File: src/rtl/alu_issue_ctrl.sv
// Issue controller: 8x16 register file, operand issue to an external ALU, writeback and flags.
// Optional macro ISSUE_TIMEOUT_EN aborts a WAIT that lasts TIMEOUT_CYC cycles without alu_done.
module alu_issue_ctrl #(
   parameter int TIMEOUT_CYC = 63
) (
   input  logic        clk,
   input  logic        reset,
   input  logic        instr_valid,
   input  logic [15:0] instr,
   output logic        instr_ready,
   input  logic        ld_en,
   input  logic [2:0]  ld_addr,
   input  logic [15:0] ld_data,
   input  logic [2:0]  dbg_addr,
   output logic [15:0] dbg_data,
   output logic [15:0] alu_a,
   output logic [15:0] alu_b,
   output logic [2:0]  alu_opcode,
   input  logic [31:0] alu_result,
   input  logic        alu_done,
   output logic        busy,
   output logic        carry_flag,
   output logic        illegal_op,
   output logic        timeout_err
);

   localparam logic [1:0] S_IDLE  = 2'd0;
   localparam logic [1:0] S_ISSUE = 2'd1;
   localparam logic [1:0] S_WAIT  = 2'd2;
   localparam logic [1:0] S_WB    = 2'd3;

   localparam logic [2:0] OP_ADD  = 3'b000;
   localparam logic [2:0] OP_SUB  = 3'b001;
   localparam logic [2:0] OP_MUL  = 3'b010;
   localparam logic [2:0] OP_NONE = 3'b111;

   logic [1:0]  state_q, state_d;
   logic [2:0]  op_q, op_d;
   logic [2:0]  rd_q, rd_d;
   logic [2:0]  rs1_q, rs1_d;
   logic [2:0]  rs2_q, rs2_d;
   logic [15:0] alu_a_q, alu_a_d;
   logic [15:0] alu_b_q, alu_b_d;
   logic [2:0]  alu_op_q, alu_op_d;
   logic [31:0] res_q, res_d;
   logic        carry_q, carry_d;
   logic        illegal_q, illegal_d;
   logic [15:0] rf_q [8];
   logic [15:0] rf_d [8];
   logic        timeout_hit;
   logic        unused_instr_bits;

   assign unused_instr_bits = ^instr[3:0];

`ifdef ISSUE_TIMEOUT_EN
   localparam int CW = (TIMEOUT_CYC > 1) ? $clog2(TIMEOUT_CYC + 1) : 1;

   logic [CW-1:0] wait_cnt_q;
   logic          timeout_q;

   // Counter holds the number of WAIT cycles already completed.
   assign timeout_hit = (state_q == S_WAIT) && !alu_done && (wait_cnt_q == CW'(TIMEOUT_CYC - 1));
   assign timeout_err = timeout_q;

   always_ff @(posedge clk or posedge reset) begin
      if (reset) begin
         wait_cnt_q <= '0;
         timeout_q  <= 1'b0;
      end else begin
         wait_cnt_q <= (state_q == S_WAIT) ? wait_cnt_q + 1'b1 : '0;
         if (timeout_hit) timeout_q <= 1'b1;
      end
   end
`else
   assign timeout_hit = 1'b0;
   assign timeout_err = 1'b0;
`endif

   always_comb begin
      // NOTE: every next-state signal gets a default first, so no path infers a latch.
      state_d   = state_q;
      op_d      = op_q;
      rd_d      = rd_q;
      rs1_d     = rs1_q;
      rs2_d     = rs2_q;
      alu_a_d   = alu_a_q;
      alu_b_d   = alu_b_q;
      alu_op_d  = alu_op_q;
      res_d     = res_q;
      carry_d   = carry_q;
      illegal_d = illegal_q;
      rf_d      = rf_q;

      // Load goes first so a same-cycle writeback to the same register overrides it.
      if (ld_en) rf_d[ld_addr] = ld_data;

      case (state_q)
         S_IDLE: begin
            if (instr_valid) begin
               if (instr[15:13] == OP_ADD || instr[15:13] == OP_SUB || instr[15:13] == OP_MUL) begin
                  op_d    = instr[15:13];
                  rd_d    = instr[12:10];
                  rs1_d   = instr[9:7];
                  rs2_d   = instr[6:4];
                  state_d = S_ISSUE;
               end else begin
                  illegal_d = 1'b1;
               end
            end
         end
         S_ISSUE: begin
            alu_a_d  = rf_q[rs1_q];
            alu_b_d  = rf_q[rs2_q];
            alu_op_d = op_q;
            state_d  = S_WAIT;
         end
         S_WAIT: begin
            if (alu_done) begin
               res_d   = alu_result;
               state_d = S_WB;
            end else if (timeout_hit) begin
               alu_op_d = OP_NONE;
               state_d  = S_IDLE;
            end
         end
         default: begin
            rf_d[rd_q] = res_q[15:0];
            if (op_q == OP_MUL && rd_q != 3'd7) rf_d[rd_q + 3'd1] = res_q[31:16];
            if (op_q == OP_ADD) carry_d = res_q[16];
            if (op_q == OP_SUB) carry_d = res_q[31];
            alu_op_d = OP_NONE;
            state_d  = S_IDLE;
         end
      endcase
   end

   always_ff @(posedge clk or posedge reset) begin
      if (reset) begin
         state_q   <= S_IDLE;
         op_q      <= OP_ADD;
         rd_q      <= '0;
         rs1_q     <= '0;
         rs2_q     <= '0;
         alu_a_q   <= '0;
         alu_b_q   <= '0;
         alu_op_q  <= OP_NONE;
         res_q     <= '0;
         carry_q   <= 1'b0;
         illegal_q <= 1'b0;
         // NOTE: the register file must read 0 after reset, so it is flops with reset, not RAM.
         for (int i = 0; i < 8; i++) rf_q[i] <= '0;
      end else begin
         state_q   <= state_d;
         op_q      <= op_d;
         rd_q      <= rd_d;
         rs1_q     <= rs1_d;
         rs2_q     <= rs2_d;
         alu_a_q   <= alu_a_d;
         alu_b_q   <= alu_b_d;
         alu_op_q  <= alu_op_d;
         res_q     <= res_d;
         carry_q   <= carry_d;
         illegal_q <= illegal_d;
         for (int i = 0; i < 8; i++) rf_q[i] <= rf_d[i];
      end
   end

   assign instr_ready = (state_q == S_IDLE);
   assign busy        = (state_q != S_IDLE);
   assign dbg_data    = rf_q[dbg_addr];
   assign alu_a       = alu_a_q;
   assign alu_b       = alu_b_q;
   assign alu_opcode  = alu_op_q;
   assign carry_flag  = carry_q;
   assign illegal_op  = illegal_q;

endmodule

File: config.mk
export PLATFORM = sky130hd
export DESIGN_NAME = alu_issue_ctrl
export DESIGN_NICKNAME = d
export VERILOG_FILES = /design/src/rtl/alu_issue_ctrl.sv
export SDC_FILE = /design/constraint.sdc
export NUM_CORES = 1
export LEC_CHECK = 0
export ABC_CLOCK_PERIOD_IN_PS = 9860
export CAP_MARGIN = 5
export CORE_MARGIN = 1.5
export CORE_UTILIZATION = 55
export CTS_BUF_LIST = sky130_fd_sc_hd__clkbuf_2 sky130_fd_sc_hd__clkbuf_4 sky130_fd_sc_hd__clkbuf_8
export CTS_CLUSTER_DIAMETER = 50
export DETAILED_ROUTE_END_ITERATION = 10
export PLACE_DENSITY = 0.78
export SLEW_MARGIN = 20
export SYNTH_ARGS = -nofsm -noshare
export SYNTH_HDL_FRONTEND = slang
export SYNTH_SLANG_ARGS = --single-unit
export TNS_END_PERCENT = 30
File: constraint.sdc
create_clock -name clk -period 9.86 [get_ports clk]
set_clock_uncertainty 0.05 [all_clocks]
set_input_delay 1.972 -clock clk [delete_from_list [all_inputs] [get_ports clk]]
set_output_delay 1.972 -clock clk [all_outputs]
set_load 0.05 [all_outputs]
* Word level (Yosys, flattened, before mapping)
Index checks and enable logic that the tools add are counted.
Cells by class: add/subtract/negate cells 1, eq/ne operators 10, magnitude comparators 9, reduce and logical (&&, ||, !) cells 18, mux-type cells 28, bitwise gates (word level) 8
Operators with widths (count):
- 128-bit bitwise mux | 3
- 128-bit 2-to-1 mux | 3
- 16-bit binary-select mux with 3-bit select | 3
- 16-bit demux with 3-bit select | 3
- 16-bit 2-to-1 mux | 9
- 4-bit greater-or-equal comparator, second input constant | 6
- 3-bit inverter with 4-bit output | 6
- 4-bit by 1-bit < comparator with 1-bit output, second input constant | 3
- 3-bit AND reduction | 3
- 3-bit by 1-bit == test with 1-bit output, second input constant | 2
- 3-bit by 2-bit == test with 1-bit output, second input constant | 2
- 3-bit logical NOT | 2
- 2-bit 2-to-1 mux | 3
- 2-bit one-hot mux with 3 select lines | 1
- 3-bit one-hot mux with 2 select lines | 1
- 1-bit logical AND | 4
- 2-bit != test, second input constant | 2
- 2-bit AND reduction | 2
- 2-bit nonzero test | 2
- 3-bit by 1-bit adder with 3-bit output, second input constant | 1
- 3-bit != test, second input constant | 1
- 3-bit OR reduction | 1
- 2-bit by 1-bit == test with 1-bit output, second input constant | 1
- 2-bit == test, second input constant | 1
- other kinds (6) | 9
Word-level totals: output and inout bits 56, input bits 75, word-level logic and storage cells 93, flip-flop bits (word level) 211

* Depth between registers and ports, before layout
depth after elaboration 11, mapped depth 7

* Least setup slack after synthesis
No wires, ideal clock.
kind input-to-output, start input port dbg_addr[0], end output port dbg_data[10], path slack 4.369 ns, buffers on the path 3, cell stages on the path 5, data arrival time 3.469 ns, path through clkbuf_1 -> buf_2 -> buf_2 -> mux4_2 -> mux2_2
Between the ends: longest elaborated chain between the ends 4
Ends and longest elaborated chain:
- start: declaration | line 14 | input logic [2:0] dbg_addr,
- 3-bit inverter with 4-bit output (implied by the code) | line 170 | assign dbg_data = rf_q[dbg_addr];
- 16-bit binary-select mux with 3-bit select | line 170
- 16-bit 2-to-1 mux (implied by the code) (2 in a row) | line 170
- end: declaration | line 15 | output logic [15:0] dbg_data,
Every way passes these cells. The select of a mux whose other input is x is not followed.

* Final worst setup path
start input port dbg_addr[1], end output port dbg_data[7]
Same word-level chain as after synthesis.

==> out/qor.csv <==
metric,value,unit
outcome,finished with violations,
failed_checks,design-rule violations,
worstPathArrival,4480,ps
dp_slack,3339,ps
avgSynthCellArea,13.05,um2
num_vias,10121,
cts_root_buffer,clkbuf_8,
final_area,14820,um2
ir_drop,0.0002627,V
die-width,155.1,um
ys.flop_type,dfrtp_1,
cp_slowest_stage_delay,710,ps
first_global_vias,10069,
initial_utilization,0.5622,
p_leak,5.826,nW
cts_tree,built,
critical_path_class,input pin to primary output,
clk_pin_slew,50,ps
post_cts_resized,0,
slew_viol_final,0,
fin_cells,1333,
syn_inst,975,
fillCellCount,1711,
coreArea,22640,um2
clock_sinks,211,
synth_edf_count,0,
reg2reg_slack,6700,ps
cts_buffer_depth,3,
hold_viol_final,0,
fin_nets,1107,
crit_slowest_cell,clkdlybuf4s50_1,
cts-buffers-inserted,39,
ctsHoldBuffers,0,
tightest_slew,1292,ps
yosysSeqAreaShare,0.4151,
cts_max_level,2,
relSlewSlack,0.1389,
max-cap-violations,0,
grt_use_total,0.3346,
fin_crit,6504,ps
reg2reg_to,rf_q[54]$_DFF_PP0_,
hold_class,register to register,
synthArstFlopShare,1.000,
hold_path_end,illegal_op$_DFFE_PP0P_,
setup_viol,0,
synthesis.nets,1057,
drt-wirelength-per-cell,29.96,um
final_common_cell,dfrtp_1,
yosys_warnings,0,
drt_pass1_iterations,11,
antenna_found_initial,0,
holdPathStages,1,
rsz0062_at_grt,false,
final_cell_mix,"dfrtp_1 (205), mux2i_1 (161), a222oi_1 (128)",
syn_to_final_growth,16.43,%
min_from,illegal_op$_DFFE_PP0P_,
required,7840,ps
rows,55,
final_util,0.6545,
critPathLaunchType,input pin,
crit_top_cell,clkdlybuf4s50_1,
cp-end-kind,primary output,
worst_slack,3356,ps
crit_family,buffers and inverters,
synthDistinctLibCells,40,
timing.fmax,153.8,MHz
hold_ws,436.9,ps
p_per_area,369.8,nW/um2
num_antenna_cells,0,
tns,0,ps
cp.buffers_inverters,3,
dp_hpwl,23420,um
power,5.480,mW
port_buffers,125,
syn_area,12730,um2
drive_gt1_frac,0.2691,
drt-total-wl,39930,um
dp.cells,1264,
reg2reg_from,rd_q[0]$_DFFE_PP0P_,
gp_congestion,0.9255,
chipHeight,155.1,um
grt_max_degree,95,
crit_chain,clkdlybuf4s50_1 > buf_4 > mux4_2 > mux2_2 > clkdlybuf4s50_1,
dpl-instance-area,13960,um2
reg2reg_depth,6,
drtAntennaViolNets,0,
synth-seq-cells,211,
insertion_delay,550,ps
pin_count,131,
post-cts-setup-buffers,0,
overflow,0,
layout_worst_path_cycle_share,0.6596,
cp_max_fo,32,
drt-initial-drc-count,2071,
vias_per_cell,7.593,
dieArea,24060,um2
drc,6,
grt_pass1_wl,60300,um
## flip-flops by register name (all words and copies together) (netlist names)
register / cells
alu_b: 16
rd_q: 3
illegal_op: 1
carry_flag: 1
res_q: 32
op_q: 3
rf_q: 128
state_q: 2
alu_opcode: 3
alu_a: 16
rs2_q: 3
rs1_q: 3
## synth_stat cells, drive strengths merged, types with 3 or more instances
cell type / instances / area share
nand2b: 3 / 0.0015
nor2b: 38 / 0.019
o21ai: 3 / 0.0012
ha: 7 / 0.0069
buf: 77 / 0.030
a21oi: 36 / 0.014
dfrtp: 208 / 0.41
nor3b: 7 / 0.0067
nor3: 6 / 0.0057
nand4b: 3 / 0.0021
nor2: 43 / 0.013
inv: 5 / 0.0015
nand2: 10 / 0.0029
dfstp: 3 / 0.0062
a22oi: 6 / 0.0039
mux4: 96 / 0.17
mux2i: 161 / 0.13
clkbuf: 62 / 0.018
mux2: 60 / 0.053
a222oi: 128 / 0.10
## how the worst max path moves through the flow
| stage | depth (start not counted) | end | start | slack [ps] |
|---|---|---|---|---|
| 2_1_floorplan | 1 | alu_a[0]$_DFFE_PP0P_ | reset | 2080 |
| 3_3_place_gp | 5 | dbg_data[11] | dbg_addr[1] | 3370 |
| 3_5_place_dp | 5 | dbg_data[11] | dbg_addr[1] | 3340 |
| 4_1_cts | 5 | dbg_data[11] | dbg_addr[1] | 3340 |
| 5_1_grt | 5 | dbg_data[7] | dbg_addr[1] | 3270 |
| 6_report | 5 | dbg_data[7] | dbg_addr[1] | 3360 |
## kinds of logic after synthesis
group,synth area share
fa+ha+maj,0.006881
buf+inv,0.04935
other cells,0.0002946
flops,0.4151
mux,0.3496
compound gates,0.1236
simple gates,0.05525
## final cells by class
cell class	count	area [um2]	area share
sequential	211	5288	0.3568
tap	285	356.6	0.02406
clock inverter	4	45.04	0.003040
timing repair buffer	148	1451	0.09794
inverter	5	26.28	0.001773
multi-input combinational	620	6908	0.4661
clock buffer	60	744.5	0.05024
## layer usage
layer	GRT usage	up-vias	routed length [um]
met2	0.4815	869	17320
li1	-	4065	-
met5	0	-	0
met1	0.4625	5051	15360
met3	0.1231	136	5845
met4	0.1328	0	1408
## where the power goes
part,switching (mW),total (mW),internal (mW)
Sequential,0.490,1.79,1.30
Combinational,1.51,2.82,1.31
Clock,0.368,0.870,0.502
Total,2.37,5.48,3.11
(Power assumes the default switching activity.)
